[src/rtl/ex_stage_pkg.sv]
// Shared CPU package: width constants, logic levels and the ALU, memory,
// control and exception encodings used across the pipeline stages.
// Exception codes must stay in step with the ID stage encoding.
package ex_stage_pkg;

   // Width constants
   localparam int WORD_DATA_W = 32;
   localparam int WORD_ADDR_W = 30;
   localparam int REG_ADDR_W  = 5;
   localparam int ALU_OP_W    = 4;
   localparam int MEM_OP_W    = 2;
   localparam int CTRL_OP_W   = 2;
   localparam int ISA_EXP_W   = 3;

   // Logic levels
   localparam logic ENABLE   = 1'b1;
   localparam logic DISABLE  = 1'b0;
   localparam logic ENABLE_  = 1'b0;
   localparam logic DISABLE_ = 1'b1;

   // ALU operations
   localparam logic [ALU_OP_W-1:0] ALU_OP_NOP  = 4'd0;
   localparam logic [ALU_OP_W-1:0] ALU_OP_AND  = 4'd1;
   localparam logic [ALU_OP_W-1:0] ALU_OP_OR   = 4'd2;
   localparam logic [ALU_OP_W-1:0] ALU_OP_XOR  = 4'd3;
   localparam logic [ALU_OP_W-1:0] ALU_OP_ADDS = 4'd4;
   localparam logic [ALU_OP_W-1:0] ALU_OP_ADDU = 4'd5;
   localparam logic [ALU_OP_W-1:0] ALU_OP_SUBS = 4'd6;
   localparam logic [ALU_OP_W-1:0] ALU_OP_SUBU = 4'd7;
   localparam logic [ALU_OP_W-1:0] ALU_OP_SHRL = 4'd8;
   localparam logic [ALU_OP_W-1:0] ALU_OP_SHLL = 4'd9;

   // Memory operations
   localparam logic [MEM_OP_W-1:0] MEM_OP_NOP = 2'd0;
   localparam logic [MEM_OP_W-1:0] MEM_OP_LDW = 2'd1;
   localparam logic [MEM_OP_W-1:0] MEM_OP_STW = 2'd2;

   // Control operations
   localparam logic [CTRL_OP_W-1:0] CTRL_OP_NOP  = 2'd0;
   localparam logic [CTRL_OP_W-1:0] CTRL_OP_WRCR = 2'd1;
   localparam logic [CTRL_OP_W-1:0] CTRL_OP_EXRT = 2'd2;

   // Exception codes
   localparam logic [ISA_EXP_W-1:0] ISA_EXP_NO_EXP     = 3'd0;
   localparam logic [ISA_EXP_W-1:0] ISA_EXP_EXT_INT    = 3'd1;
   localparam logic [ISA_EXP_W-1:0] ISA_EXP_UNDEF_INSN = 3'd2;
   localparam logic [ISA_EXP_W-1:0] ISA_EXP_OVERFLOW   = 3'd3;
   localparam logic [ISA_EXP_W-1:0] ISA_EXP_MISS_ALIGN = 3'd4;
   localparam logic [ISA_EXP_W-1:0] ISA_EXP_TRAP       = 3'd5;
   localparam logic [ISA_EXP_W-1:0] ISA_EXP_PRV_VIO    = 3'd6;

endpackage

[src/rtl/ex_alu.sv]
// Combinational ALU for the execute stage: result plus signed overflow.
// Zero latency; no state.
// Overflow is reported only for the signed add/subtract operations.
import ex_stage_pkg::*;

module ex_alu (
   input  logic [ALU_OP_W-1:0]    op,
   input  logic [WORD_DATA_W-1:0] in_0,
   input  logic [WORD_DATA_W-1:0] in_1,
   output logic [WORD_DATA_W-1:0] out,
   output logic                   ovf
);

   // Operation select and overflow detection from operand/result sign bits
   always_comb begin
      out = '0;
      ovf = DISABLE;
      case (op)
         ALU_OP_NOP:  out = in_0;
         ALU_OP_AND:  out = in_0 & in_1;
         ALU_OP_OR:   out = in_0 | in_1;
         ALU_OP_XOR:  out = in_0 ^ in_1;
         ALU_OP_ADDS: begin
            out = in_0 + in_1;
            ovf = (in_0[31] == in_1[31]) && (out[31] != in_0[31]);
         end
         ALU_OP_ADDU: out = in_0 + in_1;
         ALU_OP_SUBS: begin
            out = in_0 - in_1;
            ovf = (in_0[31] != in_1[31]) && (out[31] != in_0[31]);
         end
         ALU_OP_SUBU: out = in_0 - in_1;
         ALU_OP_SHRL: out = in_0 >> in_1[4:0];
         ALU_OP_SHLL: out = in_0 << in_1[4:0];
         default:     out = '0;
      endcase
   end

endmodule

[src/rtl/ex_stage.sv]
// Execute stage: ALU, exception merging and the EX/MEM pipeline register.
// One cycle from id_* to ex_*; fwd_data is the raw ALU result, zero latency.
// stall holds the register (dominates flush/interrupt); flush inserts a bubble.
import ex_stage_pkg::*;

module ex_stage (
   input  logic                   clk,
   input  logic                   reset,
   input  logic                   stall,
   input  logic                   flush,
   input  logic                   int_detect,
   input  logic [WORD_ADDR_W-1:0] id_pc,
   input  logic                   id_en,
   input  logic [ALU_OP_W-1:0]    id_alu_op,
   input  logic [WORD_DATA_W-1:0] id_alu_in_0,
   input  logic [WORD_DATA_W-1:0] id_alu_in_1,
   input  logic                   id_br_flag,
   input  logic [MEM_OP_W-1:0]    id_mem_op,
   input  logic [WORD_DATA_W-1:0] id_mem_wr_data,
   input  logic [CTRL_OP_W-1:0]   id_ctrl_op,
   input  logic [REG_ADDR_W-1:0]  id_dst_addr,
   input  logic                   id_gpr_we_,
   input  logic [ISA_EXP_W-1:0]   id_exp_code,
   output logic [WORD_DATA_W-1:0] fwd_data,
   output logic [WORD_ADDR_W-1:0] ex_pc,
   output logic                   ex_en,
   output logic                   ex_br_flag,
   output logic [MEM_OP_W-1:0]    ex_mem_op,
   output logic [WORD_DATA_W-1:0] ex_mem_wr_data,
   output logic [CTRL_OP_W-1:0]   ex_ctrl_op,
   output logic [REG_ADDR_W-1:0]  ex_dst_addr,
   output logic                   ex_gpr_we_,
   output logic [ISA_EXP_W-1:0]   ex_exp_code,
   output logic [WORD_DATA_W-1:0] ex_out
);

   logic [WORD_DATA_W-1:0] alu_out;
   logic                   alu_ovf;

   ex_alu u_alu (
      .op   (id_alu_op),
      .in_0 (id_alu_in_0),
      .in_1 (id_alu_in_1),
      .out  (alu_out),
      .ovf  (alu_ovf)
   );

   assign fwd_data = alu_out;

   // EX/MEM register: reset, stall, flush, then exception merge by priority
   always_ff @(posedge clk) begin
      if (reset) begin
         ex_pc          <= '0;
         ex_en          <= DISABLE;
         ex_br_flag     <= DISABLE;
         ex_mem_op      <= MEM_OP_NOP;
         ex_mem_wr_data <= '0;
         ex_ctrl_op     <= CTRL_OP_NOP;
         ex_dst_addr    <= '0;
         ex_gpr_we_     <= DISABLE_;
         ex_exp_code    <= ISA_EXP_NO_EXP;
         ex_out         <= '0;
      end else if (!stall) begin
         if (flush) begin
            ex_pc          <= '0;
            ex_en          <= DISABLE;
            ex_br_flag     <= DISABLE;
            ex_mem_op      <= MEM_OP_NOP;
            ex_mem_wr_data <= '0;
            ex_ctrl_op     <= CTRL_OP_NOP;
            ex_dst_addr    <= '0;
            ex_gpr_we_     <= DISABLE_;
            ex_exp_code    <= ISA_EXP_NO_EXP;
            ex_out         <= '0;
         end else begin
            // Fields carried through regardless of exception
            ex_pc          <= id_pc;
            ex_en          <= id_en;
            ex_br_flag     <= id_br_flag;
            ex_mem_wr_data <= id_mem_wr_data;
            ex_dst_addr    <= id_dst_addr;
            ex_out         <= alu_out;
            if (int_detect || (id_exp_code != ISA_EXP_NO_EXP) || (id_en && alu_ovf)) begin
               // Excepting instruction: kill its memory, control and writeback effects
               ex_mem_op  <= MEM_OP_NOP;
               ex_ctrl_op <= CTRL_OP_NOP;
               ex_gpr_we_ <= DISABLE_;
               if (int_detect)
                  ex_exp_code <= ISA_EXP_EXT_INT;
               else if (id_exp_code != ISA_EXP_NO_EXP)
                  ex_exp_code <= id_exp_code;
               else
                  ex_exp_code <= ISA_EXP_OVERFLOW;
            end else begin
               ex_mem_op   <= id_mem_op;
               ex_ctrl_op  <= id_ctrl_op;
               ex_gpr_we_  <= id_gpr_we_;
               ex_exp_code <= ISA_EXP_NO_EXP;
            end
         end
      end
   end

endmodule

[config.mk]
export PLATFORM = sky130hd
export DESIGN_NAME = ex_stage
export DESIGN_NICKNAME = d
export VERILOG_FILES = /design/src/rtl/ex_stage_pkg.sv /design/src/rtl/ex_alu.sv /design/src/rtl/ex_stage.sv
export SDC_FILE = /design/constraint.sdc
export NUM_CORES = 1
export LEC_CHECK = 0
export CORE_ASPECT_RATIO = 1.25
export CORE_MARGIN = 3
export CORE_UTILIZATION = 40
export DETAILED_ROUTE_END_ITERATION = 8
export PLACE_DENSITY = 0.76
export SETUP_SLACK_MARGIN = 0.15
export SYNTH_ARGS = -nofsm -noshare
export SYNTH_HDL_FRONTEND = slang
export SYNTH_SLANG_ARGS = --single-unit
[constraint.sdc]
create_clock -name clk -period 5.7 [get_ports clk]
set_clock_uncertainty 0.1 [all_clocks]
set_input_delay 0.57 -clock clk [delete_from_list [all_inputs] [get_ports clk]]
set_output_delay 0.57 -clock clk [all_outputs]
set_load 0.005 [all_outputs]
==> flow_summary.json, run 1 <==
{
  "critical_path_class": "input pin to output pin",
  "drv_slew": 0,
  "first_pass_iters": 6,
  "clockBufferDepth": 2,
  "grt-ovfl-total": 0,
  "synth_area_um2": 12400,
  "p_int_uw": 1670,
  "fin_crit_sh": 0.940,
  "arrival_ns": 4.69,
  "postCtsSetupBuffers": 0,
  "wl_per_cell_um": 26.0,
  "layout-drive-gt1-share": 0.0911,
  "cts_tree": "done",
  "avgSynthCellArea_um2": 7.35,
  "min_period_ns": 5.36,
  "clkTransAtPathRegs_ns": 0.07,
  "dieWidth_um": 163,
  "track_usage": 0.351,
  "holdPathStages": 2,
  "drc": 0,
  "max_freq_ghz": 0.187,
  "p_sw_uw": 1140,
  "diodes": 0,
  "grt_setup_unrepaired": "false",
  "max_stage_delay_ns": 0.65,
  "dpl.hpwl_um": 48000,
  "rrSetupSlack_ns": 4.78,
  "first_iter_violations": 1538,
  "min_to": "ex_out[22]",
  "synthCells": 1684,
  "portBuffers": 290,
  "cts-resized-gates": 0,
  "n_fill_cell": 2876,
  "yosysMostFrequentCell": "nor2_1",
  "powerDensity_nw_per_um2": 174,
  "synth-async-reset-ratio": 0,
  "stdcell_area_um2": 16200,
  "nets": 2187,
  "rr_startpoint": "ex_out[9]",
  "combPwrFrac": 0.487,
  "synth_ff_type": "dfxtp_1",
  "holdBufCountCts": 0,
  "clock-root-buffer": "clkbuf_16",
  "die_h_um": 203,
  "ys_seq_elements": 109,
  "cp_cell_sequence": "clkdlybuf4s50_1 -> inv_1 -> ha_1 -> a21oi_1 -> nand4b_1 -> a2111o_1 -> a31oi_1 -> nand3_1 -> a311oi_1 -> a21oi_1 -> xnor2_1 -> a21o_1 -> clkdlybuf4s50_1",
  "p_seq_frac": 0.287,
  "setup_viol": 0,
  "worst_pin_slew_ns": 1.12,
  "antenna_found_initial": 3,
  "clk_latency_ns": 0.35,
  "finalHoldViolCount": 0,
  "p_sw_frac": 0.407,
  "pin_count": 291,
  "start_util": 0.409,
  "rows": 71,
  "post_dp_cell_area_um2": 15900,
  "timing.rr.end": "ex_out[9]",
  "tns_ns": 0,
  "grt_pass1_wl_um": 89300,
  "ys_types": 85,
  "slew_headroom": 0.251,
  "yosysSeqAreaShare": 0.176,
  "hold_slack_ns": 0.382,
  "endpoint_kind": "output pin",
  "htreeDepth": 3,
  "synth_area_leaders": "dfxtp_1, ha_1, mux2i_1, nor2_1, a21oi_1",
  "dp_slack_ns": 0.355,
  "grt_max_degree": 88,
  "status": "finished, final reports clean",
  "dp_cells": 2327,
  "setup.worst_path.start_class": "input pin",
  "leakage_uw": 0.00671,
  "slowest_stage": "clkdlybuf4s50_1",
  "vias_per_cell": 6.28,
  "yosysWarningCount": 0,
  "core_um2": 30300,
  "vdd_drop_max_mv": 0.166,
  "critPathMaxFanout": 8,
  "syn2layout_area_growth_pct": 31.0,
  "worst-r2r-cell-count": 2,
  "worstHoldPathType": "flop to flop",
  "min_from": "ex_out[22]",
  "stdcell_count": 2343,
  "drv_cap": 0,
  "numCtsBuffers": 9,
  "setup_slack_ns": 0.339,
  "drtAntennaViolNets": 0,
  "critPathBufInv": 3,
  "crit_family": "compound AO/OA/AOI/OAI gates",
  "power.clock.fraction": 0.226,
  "synth_nets": 1934,
  "vias": 14705,
  "yosys.area.top_type_share": 0.176,
  "die_area_um2": 33100,
  "drt-total-wl_um": 60900,
  "synth.largest_area_cell": "dfxtp_1",
  "yosys-top-cells-count": "nor2_1, a21oi_1, nand2_1",
  "globalplace.congestion": 1.06,
  "grt_pass1_vias": 14252,
  "clkSinkCount": 109,
  "required_ns": 5.03,
  "synth-edff-count": 0
}
[per-stage QoR]
| stage | util | total power [uW] |
|---|---|---|
| floorplan | - | 1530 |
| global placement | 0.525 | 2150 |
| detailed placement | 0.525 | 2150 |
| CTS | 0.535 | 2790 |
| global route | 0.535 | 2930 |
| finish | 0.535 | 2810 |
[worst min-delay path: stages (launching register included)]
cell and delay [ns]:
dfxtp_1 0.33, a22oi_1 0.06, o21ai_0 0.06
[cell usage in the layout (no fill, tap or decap), types with 14 or more instances in the layout]
master,count
a211oi_1,27
a21o_1,23
a21oi_1,151
a221oi_1,17
a22o_1,23
a22oi_1,83
a31oi_1,16
buf_4,87
clkdlybuf4s50_1,283
dfxtp_1,109
ha_1,98
inv_1,98
mux2_2,24
mux2i_1,97
mux4_2,17
nand2_1,118
nand3_1,24
nor2_1,205
nor2b_1,14
nor3_1,26
o211ai_1,33
o21ai_0,102
o22ai_1,20
xnor2_1,20
[kinds of logic after synthesis]
group | after synthesis | synth area share
and+or+nand+nor | 472 | 0.170
DFF | 109 | 0.176
xor gates and xnor gates | 21 | 0.0149
muxes | 139 | 0.132
AOI/OAI and AO/OA | 605 | 0.328
buffers and inverters | 238 | 0.0764
adders and majority gates | 100 | 0.102
[worst max-delay path by stage]
stage	from	endpoint	slack (ns)	cells past startpoint
after floorplan	id_alu_in_1[2]	fwd_data[24]	0.99	14
after global placement	id_alu_in_0[1]	fwd_data[25]	0.41	13
after detailed placement	id_alu_in_0[1]	fwd_data[25]	0.36	13
after CTS	id_alu_in_0[1]	fwd_data[25]	0.33	13
after global routing	id_alu_in_0[1]	fwd_data[31]	0.16	13
final	id_alu_in_0[1]	fwd_data[31]	0.34	13
[layer usage]
metal	vias to the layer above	part of all wire	global-route usage
li1	6728	-	-
met1	6944	0.38	0.429
met2	845	0.47	0.583
met3	188	0.079	0.0518
met4	0	0.072	0.204
met5	-	0	0
[final cells by class]
class | count | area [um2] | area share
inverters | 103 | 387 | 0.0238
clock buffers | 9 | 225 | 0.0139
repair buffers | 377 | 3550 | 0.219
multi-input cells | 1337 | 9290 | 0.573
clock inverters | 7 | 80.1 | 0.00494
well taps | 401 | 502 | 0.0309
flip-flops and latches | 109 | 2180 | 0.135
[sequential cells by signal, summed over array words and instances, names as in the netlist]
name            count
ex_mem_wr_data     32
ex_mem_op           2
ex_br_flag          1
ex_gpr_we_          1
ex_exp_code         3
ex_ctrl_op          2
ex_dst_addr         5
ex_en               1
ex_out             32
ex_pc              30
[power by group through the flow]
stage | clock, uW | sequential (uW) | combinational, uW
after global placement | 0 | 825 | 1330
final | 635 | 809 | 1370
after CTS | 646 | 808 | 1340
after global routing | 673 | 811 | 1450
after detailed placement | 0 | 826 | 1330
after floorplan | 0 | 825 | 709
Note: power is estimated with default switching activity, not from simulation.
==> run 2, diff against run 1 <==
CTS_BUF_LIST = sky130_fd_sc_hd__clkbuf_4 sky130_fd_sc_hd__clkbuf_8   (was default)
SLEW_MARGIN = 40   (was default)
==> flow_summary.json, run 2 (same netlist as run 1, synthesis figures left out) <==
{
  "first_iter_violations": 1613,
  "die_area_um2": 33100,
  "grt-ovfl-total": 0,
  "finalHoldViolCount": 0,
  "drt-total-wl_um": 60900,
  "max_stage_delay_ns": 0.66,
  "core_um2": 30300,
  "fin_crit_sh": 0.940,
  "dp_slack_ns": 0.344,
  "setup_slack_ns": 0.341,
  "dpl.hpwl_um": 48100,
  "start_util": 0.409,
  "worst_pin_slew_ns": 0.907,
  "clkSinkCount": 109,
  "critPathMaxFanout": 6,
  "vias": 14761,
  "tns_ns": 0,
  "min_period_ns": 5.36,
  "final_cell_mix": "clkdlybuf4s50_1, nor2_1, a21oi_1",
  "layout_commonest_cell": "clkdlybuf4s50_1",
  "use_met2": 0.584,
  "crit_top_cell": "clkdlybuf4s50_1",
  "globalplace.congestion": 1.06,
  "clockBufferDepth": 2,
  "slew_headroom": 0.396,
  "pin_count": 291,
  "syn2layout_area_growth_pct": 30.3,
  "clkTransAtPathRegs_ns": 0.09,
  "reg_top3": "ex_mem_wr_data: 32 flops, ex_out: 32 flops, ex_pc: 30 flops",
  "die_h_um": 203,
  "portBuffers": 290,
  "setup_viol": 0,
  "vias_per_cell": 6.30,
  "grt_max_degree": 88,
  "nets": 2187,
  "multi_input_area_um2": 9300,
  "arrival_ns": 4.69,
  "leakage_uw": 0.00667,
  "critical_path_class": "input pin to output pin",
  "critPathBufInv": 3,
  "required_ns": 5.03,
  "grt_util_met3": 0.0643,
  "first_pass_iters": 8,
  "numCtsBuffers": 9,
  "clock-root-buffer": "clkbuf_8",
  "status": "finished, final reports clean",
  "endpoint_kind": "output pin",
  "n_fill_cell": 2946,
  "powerDensity_nw_per_um2": 165,
  "clk_latency_ns": 0.37,
  "slowest_stage": "clkdlybuf4s50_1",
  "drv_cap": 0,
  "cts_tree": "done",
  "cp_cell_sequence": "clkdlybuf4s50_1 -> ha_1 -> fa_1 -> a211oi_1 -> o21bai_1 -> a211oi_2 -> buf_4 -> o32ai_1 -> nand3_1 -> o211ai_1 -> o221a_2 -> o21ai_0 -> clkdlybuf4s50_1",
  "layout-drive-gt1-share": 0.0927,
  "setup.worst_path.start_class": "input pin",
  "diodes": 0,
  "drv_slew": 0,
  "vdd_drop_max_mv": 0.140,
  "postCtsSetupBuffers": 0,
  "antenna_found_initial": 2,
  "worstHoldPathType": "flop to flop",
  "top_usage_layer": "met2",
  "htreeDepth": 3,
  "grtUsageMet1": 0.427,
  "rows": 71,
  "grt_pass1_wl_um": 89700,
  "wl_per_cell_um": 26.0,
  "track_usage": 0.352,
  "grt_setup_unrepaired": "false",
  "max_freq_ghz": 0.187,
  "dieWidth_um": 163,
  "drtAntennaViolNets": 0,
  "drc": 0,
  "register_area_um2": 2180,
  "crit_family": "compound AO/OA/AOI/OAI gates",
  "grt_pass1_vias": 14307
}
==> run 2: final timing paths <==
| path | depth (start not counted) | startpoint | endpoint | slack [ns] |
|---|---|---|---|---|
| hold reg to reg | 2 | ex_out[22] | ex_out[22] | 0.39 |
| setup / recovery | 13 | id_alu_in_0[0] | fwd_data[18] | 0.34 |
| setup reg to reg | 2 | ex_out[9] | ex_out[9] | 4.78 |
| hold / removal | 2 | ex_out[22] | ex_out[22] | 0.39 |
==> run 2: what timing repair did <==
| item | in CTS | in global routing |
|---|---|---|
| hold buffers | 0 | 0 |
| resized for setup | 0 | 4 |
| endpoints found under the setup margin | 0 | 4 |
==> run 2: worst reg2reg max path, stage by stage (launching register included) <==
cell and delay (ns):
dfxtp_1 0.33, a22o_1 0.19, a31o_2 0.21
==> run 2: final cells by class <==
class / count / share of cell area
Clock inverter: 6 / 0.00388
Clock buffer: 10 / 0.00853
Sequential cell: 109 / 0.135
Multi-Input combinational cell: 1337 / 0.577
Timing Repair Buffer: 377 / 0.220
Inverter: 103 / 0.0240
Tap cell: 401 / 0.0311
==> run 2: routing by layer <==
layer | part of all wire | vias to the layer above | routed length (um)
li1 | - | 6713 | -
met1 | 0.37 | 6946 | 22600
met2 | 0.47 | 883 | 28600
met3 | 0.085 | 217 | 5150
met4 | 0.073 | 2 | 4420
met5 | 0.00030 | - | 18
==> run 2: power by group <==
| group | leakage [uW] | switching [uW] | internal [uW] |
|---|---|---|---|
| combinational | 0.00568 | 805 | 567 |
| clock | 0.000103 | 295 | 184 |
| sequential | 0.000888 | 17.8 | 791 |
==> run 2: stage by stage <==
step	util	cell area [um2]	power, uW	hold WS [ns]	std cells
6_report	0.532	16100	2660	0.385	2343
2_1_floorplan	-	12400	1530	0.362	1684
3_3_place_gp	0.525	15900	2150	0.357	2327
3_5_place_dp	0.525	15900	2160	0.355	2327
5_1_grt	0.532	16100	2780	0.393	2343
4_1_cts	0.532	16100	2640	0.386	2343
==> run 3, diff against run 2 <==
clock period = 6.89 ns   (was 5.7 ns; I/O delays follow)
==> flow_summary.json, run 3 (same netlist as run 1, synthesis figures left out) <==
{
  "slew_headroom": 0.420,
  "first_pass_iters": 6,
  "n_fill_cell": 2987,
  "arrival_ns": 5.34,
  "grt_pass1_wl_um": 84500,
  "critical_path_class": "input pin to output pin",
  "drt-total-wl_um": 57400,
  "reg_top3": "ex_mem_wr_data: 32 flops, ex_out: 32 flops, ex_pc: 30 flops",
  "holdBufCountCts": 0,
  "cts-resized-gates": 0,
  "drv_cap": 0,
  "worst_pin_slew_ns": 0.868,
  "crit_end": "fwd_data[28]",
  "layout_commonest_cell": "clkdlybuf4s50_1",
  "final_cell_mix": "clkdlybuf4s50_1, nor2_1, a21oi_1",
  "cp_cell_sequence": "clkdlybuf4s50_1 -> ha_1 -> fa_1 -> a211oi_1 -> o21bai_1 -> a211oi_2 -> nor3_1 -> o311ai_0 -> o21ai_0 -> o311ai_0 -> a21o_1 -> clkdlybuf4s50_1",
  "min_period_ns": 6.13,
  "portBuffers": 290,
  "critPathMaxFanout": 6,
  "dieWidth_um": 163,
  "setup.worst_path.start_class": "input pin",
  "drv_slew": 0,
  "timing.rr.end": "ex_out[9]",
  "powerDensity_nw_per_um2": 137,
  "core_um2": 30300,
  "grt_max_degree": 84,
  "tns_ns": 0,
  "first_iter_violations": 1854,
  "rrSetupSlack_ns": 5.95,
  "worstHoldPathType": "flop to flop",
  "layout-drive-gt1-share": 0.0641,
  "critPathLaunch": "id_alu_in_0[0]",
  "wl_per_cell_um": 25.1,
  "nets": 2132,
  "setup_viol": 0,
  "max_freq_ghz": 0.163,
  "dpl.hpwl_um": 45000,
  "drtAntennaViolNets": 0,
  "worst-r2r-cell-count": 2,
  "required_ns": 6.10,
  "rows": 71,
  "max_stage_delay_ns": 0.77,
  "numCtsBuffers": 9,
  "vias_per_cell": 6.31,
  "grt_setup_unrepaired": "false",
  "rr_startpoint": "ex_out[9]",
  "syn2layout_area_growth_pct": 26.8,
  "pin_count": 291,
  "diodes": 0,
  "drc": 0,
  "fin_crit_sh": 0.890,
  "clkTransAtPathRegs_ns": 0.11,
  "utilization": 0.518,
  "grt_pass1_vias": 13607,
  "postCtsSetupBuffers": 0,
  "finalHoldViolCount": 0,
  "globalplace.congestion": 1.04,
  "clkSinkCount": 109,
  "leakage_uw": 0.00640,
  "clk_latency_ns": 0.37,
  "htreeDepth": 3,
  "start_util": 0.409,
  "die_area_um2": 33100,
  "status": "finished, final reports clean",
  "track_usage": 0.329,
  "endpoint_kind": "output pin",
  "finalPower_uw": 2150,
  "clockBufferDepth": 2,
  "grt-ovfl-total": 0,
  "vias": 14437,
  "cts_tree": "done",
  "antenna_found_initial": 0,
  "slowest_stage": "o311ai_0",
  "die_h_um": 203,
  "clock-root-buffer": "clkbuf_8",
  "vdd_drop_max_mv": 0.0980
}
[run 3: stage by stage]
stage / hold WS [ns] / instance area (um2) / std cells / setup slack [ns]
final: 0.391 / 15700 / 2288 / 0.760
after global routing: 0.409 / 15700 / 2288 / 0.601
after CTS: 0.390 / 15700 / 2286 / 0.872
after detailed placement: 0.357 / 15500 / 2270 / 0.896
after global placement: 0.357 / 15400 / 2269 / 0.930
after floorplan: 0.362 / 12400 / 1684 / 1.94
[run 3: report_power, final]
group | switching [uW] | internal (uW)
combinational | 645 | 441
sequential | 14.8 | 654
clock | 251 | 144
[run 3: cell type report]
cell class	instances	area, um2	area share
clock buffers	9	124	0.00789
flip-flops and latches	109	2180	0.139
multi-input cells	1337	9290	0.591
clock inverters	7	77.6	0.00494
well taps	401	502	0.0319
inverters	103	389	0.0248
repair buffers	322	3140	0.200
[run 3: critical path, delay by kind of cell]
kind	cells	cell delay (ns)
compound gates	7	2.77
fa+ha+maj	2	0.73
buf+inv	2	1.02
simple gates	1	0.13
[run 3: worst min path at each step]
stage,start,to,slack [ns],cells after the start
global placement,ex_ctrl_op[0],ex_ctrl_op[0],0.36,1
finish,ex_out[15],ex_out[15],0.39,1
CTS,ex_out[17],ex_out[17],0.39,1
detailed placement,ex_out[25],ex_out[25],0.36,1
floorplan,ex_out[21],ex_out[21],0.36,2
global route,ex_out[17],ex_out[17],0.41,1
[run 3: per-layer routing]
metal,share of wire,vias to the layer above,GRT usage
met5,0,-,0
met4,0.067,0,0.173
met3,0.081,165,0.0508
met2,0.46,851,0.536
met1,0.39,6813,0.418
li1,-,6608,-
